File: src/rtl/sdram_port_arbiter.sv
// Two-port Avalon-MM burst arbiter in front of the single SDRAM controller slave.
// Port 0 (video reader) may force priority with m0_urgent; read returns are routed by a tag FIFO.
//
// state   | meaning
// IDLE    | no grant; arbitrate between eligible ports
// CMD     | granted command presented to the slave
// WR_DATA | remaining beats of a locked write burst
module sdram_port_arbiter #(
    parameter int ADDR_W      = 25,
    parameter int DATA_W      = 32,
    parameter int BURST_W     = 4,
    parameter int MAX_PENDING = 4
) (
    input  logic                clk,
    input  logic                reset,
    input  logic [ADDR_W-1:0]   m0_address,
    input  logic                m0_read,
    input  logic                m0_write,
    input  logic [DATA_W-1:0]   m0_writedata,
    input  logic [DATA_W/8-1:0] m0_byteenable,
    input  logic [BURST_W-1:0]  m0_burstcount,
    output logic                m0_waitrequest,
    output logic [DATA_W-1:0]   m0_readdata,
    output logic                m0_readdatavalid,
    input  logic                m0_urgent,
    input  logic [ADDR_W-1:0]   m1_address,
    input  logic                m1_read,
    input  logic                m1_write,
    input  logic [DATA_W-1:0]   m1_writedata,
    input  logic [DATA_W/8-1:0] m1_byteenable,
    input  logic [BURST_W-1:0]  m1_burstcount,
    output logic                m1_waitrequest,
    output logic [DATA_W-1:0]   m1_readdata,
    output logic                m1_readdatavalid,
    output logic [ADDR_W-1:0]   s_address,
    output logic                s_read,
    output logic                s_write,
    output logic [DATA_W-1:0]   s_writedata,
    output logic [DATA_W/8-1:0] s_byteenable,
    output logic [BURST_W-1:0]  s_burstcount,
    input  logic                s_waitrequest,
    input  logic [DATA_W-1:0]   s_readdata,
    input  logic                s_readdatavalid,
    output logic                protocol_err
);
    localparam int PTR_W = (MAX_PENDING > 1) ? $clog2(MAX_PENDING) : 1;
    localparam int CNT_W = $clog2(MAX_PENDING + 1);

    typedef enum logic [1:0] {IDLE, CMD, WR_DATA} state_t;

    state_t               state, state_nxt;
    logic                 grant, grant_nxt, last_grant, last_grant_nxt;
    logic [BURST_W-1:0]   beats_left, beats_left_nxt, lat_bc;
    logic [ADDR_W-1:0]    lat_addr;
    logic                 lat_en, push, pop;

    logic [BURST_W-1:0]   bc0, bc1, g_bc;
    logic                 g_read, g_write;
    logic [ADDR_W-1:0]    g_address;
    logic [DATA_W-1:0]    g_writedata;
    logic [DATA_W/8-1:0]  g_byteenable;
    logic                 elig0, elig1, fifo_full, fifo_empty;

    logic [BURST_W:0]     tag_mem [MAX_PENDING];
    logic [PTR_W-1:0]     wr_ptr, rd_ptr;
    logic [CNT_W-1:0]     tag_cnt;
    logic [BURST_W-1:0]   ret_beats, head_bc;
    logic                 head_port, ret_ok;

    function automatic logic [PTR_W-1:0] ptr_inc(input logic [PTR_W-1:0] p);
        return (p == PTR_W'(MAX_PENDING - 1)) ? '0 : p + PTR_W'(1);
    endfunction

    // A zero burstcount is a single beat everywhere downstream.
    assign bc0 = (m0_burstcount == '0) ? BURST_W'(1) : m0_burstcount;
    assign bc1 = (m1_burstcount == '0) ? BURST_W'(1) : m1_burstcount;

    assign g_read       = grant ? m1_read       : m0_read;
    assign g_write      = grant ? m1_write      : m0_write;
    assign g_address    = grant ? m1_address    : m0_address;
    assign g_writedata  = grant ? m1_writedata  : m0_writedata;
    assign g_byteenable = grant ? m1_byteenable : m0_byteenable;
    assign g_bc         = grant ? bc1           : bc0;

    assign fifo_empty = (tag_cnt == '0);
    assign fifo_full  = (tag_cnt == CNT_W'(MAX_PENDING));
    assign elig0      = m0_write || (m0_read && !fifo_full);
    assign elig1      = m1_write || (m1_read && !fifo_full);

    assign {head_port, head_bc} = tag_mem[rd_ptr];
    assign ret_ok           = s_readdatavalid && !fifo_empty;
    assign pop              = ret_ok && (ret_beats == head_bc - BURST_W'(1));
    assign m0_readdatavalid = ret_ok && !head_port;
    assign m1_readdatavalid = ret_ok && head_port;
    assign m0_readdata      = s_readdata;
    assign m1_readdata      = s_readdata;

    always_comb begin
        state_nxt      = state;
        grant_nxt      = grant;
        last_grant_nxt = last_grant;
        beats_left_nxt = beats_left;
        lat_en         = 1'b0;
        push           = 1'b0;
        s_read         = 1'b0;
        s_write        = 1'b0;
        s_address      = g_address;
        s_burstcount   = g_bc;
        s_writedata    = g_writedata;
        s_byteenable   = g_byteenable;
        m0_waitrequest = 1'b1;
        m1_waitrequest = 1'b1;
        case (state)
            IDLE: begin
                if (elig0 || elig1) begin
                    if (elig0 && elig1) grant_nxt = m0_urgent ? 1'b0 : !last_grant;
                    else                grant_nxt = elig1;
                    last_grant_nxt = grant_nxt;
                    state_nxt      = CMD;
                end
            end
            CMD: begin
                s_read  = g_read;
                s_write = g_write;
                if (grant) m1_waitrequest = s_waitrequest;
                else       m0_waitrequest = s_waitrequest;
                if (!g_read && !g_write) begin
                    state_nxt = IDLE;
                end else if (!s_waitrequest) begin
                    if (g_write) begin
                        beats_left_nxt = g_bc - BURST_W'(1);
                        lat_en         = 1'b1;
                        state_nxt      = (g_bc == BURST_W'(1)) ? IDLE : WR_DATA;
                    end else begin
                        push      = 1'b1;
                        state_nxt = IDLE;
                    end
                end
            end
            WR_DATA: begin
                s_write      = g_write;
                s_address    = lat_addr;
                s_burstcount = lat_bc;
                if (grant) m1_waitrequest = s_waitrequest;
                else       m0_waitrequest = s_waitrequest;
                if (g_write && !s_waitrequest) begin
                    beats_left_nxt = beats_left - BURST_W'(1);
                    if (beats_left == BURST_W'(1)) state_nxt = IDLE;
                end
            end
            default: state_nxt = IDLE;
        endcase
    end

    always_ff @(posedge clk) begin
        if (reset) begin
            state        <= IDLE;
            grant        <= 1'b0;
            last_grant   <= 1'b1;
            beats_left   <= '0;
            lat_addr     <= '0;
            lat_bc       <= '0;
            wr_ptr       <= '0;
            rd_ptr       <= '0;
            tag_cnt      <= '0;
            ret_beats    <= '0;
            protocol_err <= 1'b0;
        end else begin
            state      <= state_nxt;
            grant      <= grant_nxt;
            last_grant <= last_grant_nxt;
            beats_left <= beats_left_nxt;
            if (lat_en) begin
                lat_addr <= g_address;
                lat_bc   <= g_bc;
            end
            if (push) wr_ptr <= ptr_inc(wr_ptr);
            if (pop) begin
                rd_ptr    <= ptr_inc(rd_ptr);
                ret_beats <= '0;
            end else if (ret_ok) begin
                ret_beats <= ret_beats + BURST_W'(1);
            end
            case ({push, pop})
                2'b10:   tag_cnt <= tag_cnt + CNT_W'(1);
                2'b01:   tag_cnt <= tag_cnt - CNT_W'(1);
                default: tag_cnt <= tag_cnt;
            endcase
            if (s_readdatavalid && fifo_empty) protocol_err <= 1'b1;
        end
    end

    always_ff @(posedge clk) begin
        if (push) tag_mem[wr_ptr] <= {grant, g_bc};
    end
endmodule

File: config.mk
export PLATFORM = sky130hd
export DESIGN_NAME = sdram_port_arbiter
export DESIGN_NICKNAME = d
export VERILOG_FILES = /design/src/rtl/sdram_port_arbiter.sv
export SDC_FILE = /design/constraint.sdc
export NUM_CORES = 1
export LEC_CHECK = 0
export ABC_AREA = 0
export CORE_MARGIN = 8
export CORE_UTILIZATION = 37
export DETAILED_ROUTE_END_ITERATION = 12
export GPL_ROUTABILITY_DRIVEN = 0
export GPL_TIMING_DRIVEN = 0
export PLACE_DENSITY = 0.78
export SLEW_MARGIN = 20
export SYNTH_ARGS = -nofsm -noshare
export SYNTH_HDL_FRONTEND = slang
export SYNTH_SLANG_ARGS = --single-unit
File: constraint.sdc
create_clock -name clk -period 4.16 [get_ports clk]
set_clock_uncertainty 0.1 [all_clocks]
set_input_delay 0.832 -clock clk [delete_from_list [all_inputs] [get_ports clk]]
set_output_delay 0.832 -clock clk [all_outputs]
set_load 0.05 [all_outputs]
Word-level counts from Yosys, hierarchy flattened
Memories as Yosys holds them, arrays and structs flattened. A register that Yosys moved wholly into a read port is not among the register bits.
Cells that the tools add are included.
Storage, ports and cells
  bits in registers: 49
  memory bits (writable): 20
  output and inout port bits: 136
  word-level logic and storage cells: 114
  memories kept: 1
Cells by class
  $add $sub $neg: 8
  equal/unequal tests: 17
  mux-type cells: 46
  reductions and logical operators: 31
Memory list
  tag_mem: words 4, bits a word 5, read ports 1, clocked after Yosys merged registers in 1, write ports 1, line 64  | logic [BURST_W:0] tag_mem [MAX_PENDING];
Operators with widths (number)
  $mux W25: 2
  $mux W4: 9
  $mux W32: 1
  $mux W2: 11
  $mux W1: 20
  $ne A2 B2 Y1 const B: 6
  $sub A4 B1 Y4 const B: 3
  $logic_and A1 B1 Y1: 10
  $eq A2 B2 Y1 const B: 4
  $eq A4 B1 Y1 const B: 2
  $logic_not A4 Y1: 2
  $pmux W4 S2: 1
  $logic_not A1 Y1: 7
  $pmux W2 S3: 1
  $pmux W3 S2: 1
  $reduce_and A5 Y1: 1
  $add A2 B1 Y2 const B: 2
  $add A4 B1 Y4 const B: 1
  $eq A2 B1 Y1 const B: 2
  $eq A4 B4 Y1: 1
  $reduce_and A4 Y1: 1
  $reduce_bool A2 Y1: 2
  $reduce_or A2 Y1: 2
  $add A3 B1 Y3 const B: 1
  other kinds (7): 9

Depth between registers and ports, before layout
  depth after elaboration: 9
  mapped depth: 14

Worst setup path before layout
No wires, ideal clock.
  kind: input to output
  start: input port m1_burstcount[2]
  end: output port s_burstcount[0]
  arrival time: 2.611 ns
  path slack: 0.617 ns
  stages on the path: 5
  buffers on the path: 0
  cells stage by stage: nor3_1 -> nor2_1 -> a21oi_1 -> inv_1 -> o21ai_0
On the way
  longest elaborated chain between the ends: 4
RTL lines
  from (decl): line 31  | input logic [BURST_W-1:0] m1_burstcount,
  $logic_not A4 Y1: line 76  | assign bc1 = (m1_burstcount == '0) ? BURST_W'(1) : m1_burstcount;
  $mux W4: line 76
  $mux W4: line 83  | assign g_bc = grant ? bc1 : bc0;
  via g_bc[0]: line 57  | logic [BURST_W-1:0] bc0, bc1, g_bc;
  $mux W4: line 113  | case (state)
  to (decl): line 40  | output logic [BURST_W-1:0] s_burstcount,
The timed path passes the listed nets, and every way through them passes these cells.

Final worst setup path
  start: register grant
  end: output port s_address[18]
On the way
  longest elaborated chain between the ends: 2
RTL lines
  from (decl): line 52  | logic grant, grant_nxt, last_grant, last_grant_nxt;
  from (signal assigned): line 170  | grant <= grant_nxt;
  $mux W25: line 80  | assign g_address = grant ? m1_address : m0_address;
  $mux W25: line 113
  to (decl): line 35  | output logic [ADDR_W-1:0] s_address,
No other way between the ends.

==> metrics.md <==
| Metric | Value |
|---|---|
| Critical path data required time | `3230 ps` |
| Clk buf depth | `2` |
| Via-per-instance ratio | `4.68` |
| Critical Path AT | `3090 ps` |
| Worst vdd ir | `187 uV` |
| Drt wl/cell | `18.6 um` |
| Hold Path Class | `reg2reg` |
| Grt ovf | `0` |
| R2r setup slk | `410 ps` |
| Fin Setup TNS | `0 ps` |
| Tcrit/Tclk final | `96.7%` |
| CP max stage delay | `730 ps` |
| Met3 usage | `7.89%` |
| Layout cells sized above 1 | `24.8%` |
| Met1 Track Usage GR | `21.2%` |
| CP delay by family, top | `buffers and inverters` |
| Syn Nets | `651` |
| Met2 Usage GRT | `36.4%` |
| Hold slack final | `374 ps` |
| Clk_lat worst skew | `330 ps` |
| Worst Hold Endpoint | `state[1]` |
| CP Cell Sequence | `buf_2 > buf_1 > mux2_2 > mux2_2 > clkdlybuf4s50_1` |
| Layout area overhead | `68.0%` |
| CP most frequent cell | `mux2_2` |
| # setup viols final | `0` |
| Syn Inst Count | `464` |
| WS Path Type | `reg2out` |
| Syn. warnings | `0` |
| Remaining DRCs | `0` |
| Most Used Layer, Global Route | `met2` |
| Crit path from | `grant` |
| Setup Fix Bufs, Post-CTS | `0` |
| CORE AREA | `12,600 um^2` |
| Fin cells | `925` |
| Slowest CP cell | `clkdlybuf4s50_1` |
| Final Hold Viols | `0` |
| Power density over cell area | `328 nW/um^2` |
| Slew headroom | `42.0%` |
| Drt initial violations | `159` |
| Port buffer count | `273` |
| Clock Sink Count | `71` |
| HP Start | `state[1]` |
| Post-synth top flop | `dfxtp_1` |
| Initial antenna violation count | `0` |
| Maxcap violations | `0` |
| EDFF count, synth | `20` |
| Post-DRT Antenna Nets | `0` |
| Static leakage | `3.02 nW` |
| Worst Path Buf+Inv | `3` |
| FP Rows | `41` |
| Endpoint of the worst register-to-register path | `tag_cnt[2]` |
| Register-to-Register Path Depth | `14` |
| H-tree Lvls | `3` |
| RSZ-0062 raised after global routing | `false` |
| Slew @ Worst Pin | `863 ps` |
| Die area | `16,700 um^2` |
| Cell area after synthesis | `4760 um^2` |
| Max Fclk | `249 MHz` |
| Critical path endpoint category | `primary output` |
| Yosys cell types | `44` |
| Ant diodes | `0` |
| GRT Total Usage | `20.1%` |
| Worst setup SP type | `register` |
| Sequential-to-total area share from yosys stat | `34.1%` |
| First-pass GRT wire length | `26,000 um` |
| Cts bufs inserted | `9` |
| Mean Syn Cell Area | `10.2 um^2` |
| Critical Path Fanout Max | `10` |
| Post-Route WL | `17,200 um` |
| Initial Util | `37.8%` |
| Final #Nets | `935` |
| Dpl cells | `909` |
| Root buffer cell | `clkbuf_16` |
| Tmin final | `4020 ps` |
| Detailed placer's ending HPWL | `14,400 um` |
| CTS hold repair buffers | `0` |
| Slew Limit Fails | `0` |
| CTS tree | `yes` |
| I/O pins | `307` |
| # resized after CTS | `2` |
| Ys async rst share | `0%` |
| Die Ht | `129 um` |
| Min-Delay Path Depth | `2` |
| Via Count | `4,332` |
| Status | `complete, no violations` |
| Final core occ | `63.6%` |
| Post-synthesis sequential element count | `71` |
| Largest net degree at the start of global routing | `13` |
| Die width | `129 um` |
| DR pass1 iterations | `4` |
| Vias in the first global route | `4,732` |
| Worst-path clk slew | `60 ps` |
-- layout by cell type, fill, tap and decap left out, types with 9 or more instances in the layout --
cell type	Yosys	final
clkbuf_1	11	11
dfxtp_1	51	51
mux2i_1	35	35
a21oi_1	11	10
buf_4	65	65
edfxtp_1	20	20
clkdlybuf4s50_1	0	272
ha_1	15	15
nor2_1	46	46
mux2_2	91	91
clkbuf_16	0	9
inv_1	19	19
nor3_1	13	13
-- per-stage QoR --
step	setup WS [ps]	power, mW	cell area, um^2
2_1_floorplan	617	1.51	4760
3_3_place_gp	-9.56	1.92	7700
3_5_place_dp	-59.6	1.93	7700
4_1_cts	69.8	2.64	7980
5_1_grt	3.24	2.72	7990
6_report	138	2.62	7990
-- where the power goes --
part           internal, mW  switching, mW
Combinational         0.496          0.660
Clock                 0.419          0.284
Sequential            0.742         0.0173
Total                  1.66          0.961
-- state kept, by name, summed over array words and instances (netlist names), named ones only --
signal / flops
ret_beats: 4
tag_mem: 20
beats_left: 4
last_grant: 1
lat_bc: 4
lat_addr: 25
state: 2
tag_cnt: 3
rd_ptr: 2
grant: 1
protocol_err: 1
wr_ptr: 2
-- worst register-to-register path, cell delays in order, from the launching register on --
cell and delay, ps:
dfxtp_1 330, buf_6 140, mux4_1 590, inv_1 80, ha_1 150, xor2_1 180, xnor2_1 130, nand4_1 190
nor2_1 380, ha_1 290, inv_1 70, fa_1 390, xor2_1 170, or3_1 320, a21oi_1 160
-- kinds of logic after synthesis --
logic type	share of synthesized area (%)
flops	34.1
compound gates	4.29
fa+ha+maj	4.37
xor+xnor	2.39
simple gates	9.68
buf+inv	13.7
mux	31.4
-- cell usage after synthesis, types with 2 or more instances --
| library cell | n | area, um^2 |
|---|---|---|
| clkbuf_1 | 11 | 41.3 |
| buf_4 | 65 | 488 |
| nand2_1 | 7 | 26.3 |
| mux2i_1 | 35 | 350 |
| buf_1 | 7 | 26.3 |
| nor3_1 | 13 | 65.1 |
| mux4_1 | 2 | 52.6 |
| a21o_1 | 2 | 15.0 |
| mux2_2 | 91 | 1020 |
| nand3_1 | 3 | 15.0 |
| nand2b_1 | 4 | 25.0 |
| mux4_2 | 3 | 67.6 |
| nor2b_1 | 2 | 12.5 |
| nor2_1 | 46 | 173 |
| xor2_1 | 8 | 70.1 |
| and2_1 | 7 | 43.8 |
| a211oi_1 | 4 | 30.0 |
| nand4_1 | 2 | 12.5 |
| edfxtp_1 | 20 | 601 |
| dfxtp_1 | 51 | 1020 |
| or3b_2 | 4 | 35.0 |
| buf_2 | 3 | 15.0 |
| inv_1 | 19 | 71.3 |
| o21ai_0 | 6 | 30.0 |
| ha_1 | 15 | 188 |
| xnor2_1 | 5 | 43.8 |
| a21oi_1 | 11 | 55.1 |
| or3_1 | 2 | 12.5 |
-- per-layer routing --
metal | part of all wire, % | vias to the layer above | wire length (um)
li1 | - | 2125 | -
met1 | 37 | 2023 | 6380
met2 | 51 | 168 | 8800
met3 | 10 | 16 | 1780
met4 | 1.3 | 0 | 228
met5 | 0 | - | 0
-- cell type report --
class	instances	area, um^2
Buffer	87	586
Sequential cell	71	1620
Fill cell	1050	4580
Inverter	19	71.3
Tap cell	172	215
Timing Repair Buffer	273	2740
Multi-Input combinational cell	287	2480
Clock buffer	11	243
Clock inverter	5	31.3
-- worst max path at each step --
stage	to	slack, ps	depth (start not counted)
CTS	s_writedata[30]	70	5
detailed placement	s_burstcount[0]	-60	7
finish	s_address[18]	140	5
floorplan	s_burstcount[0]	620	5
global placement	s_burstcount[0]	-10	7
global route	s_address[16]	3	6
Note: power is estimated with default switching activity, not from simulation.
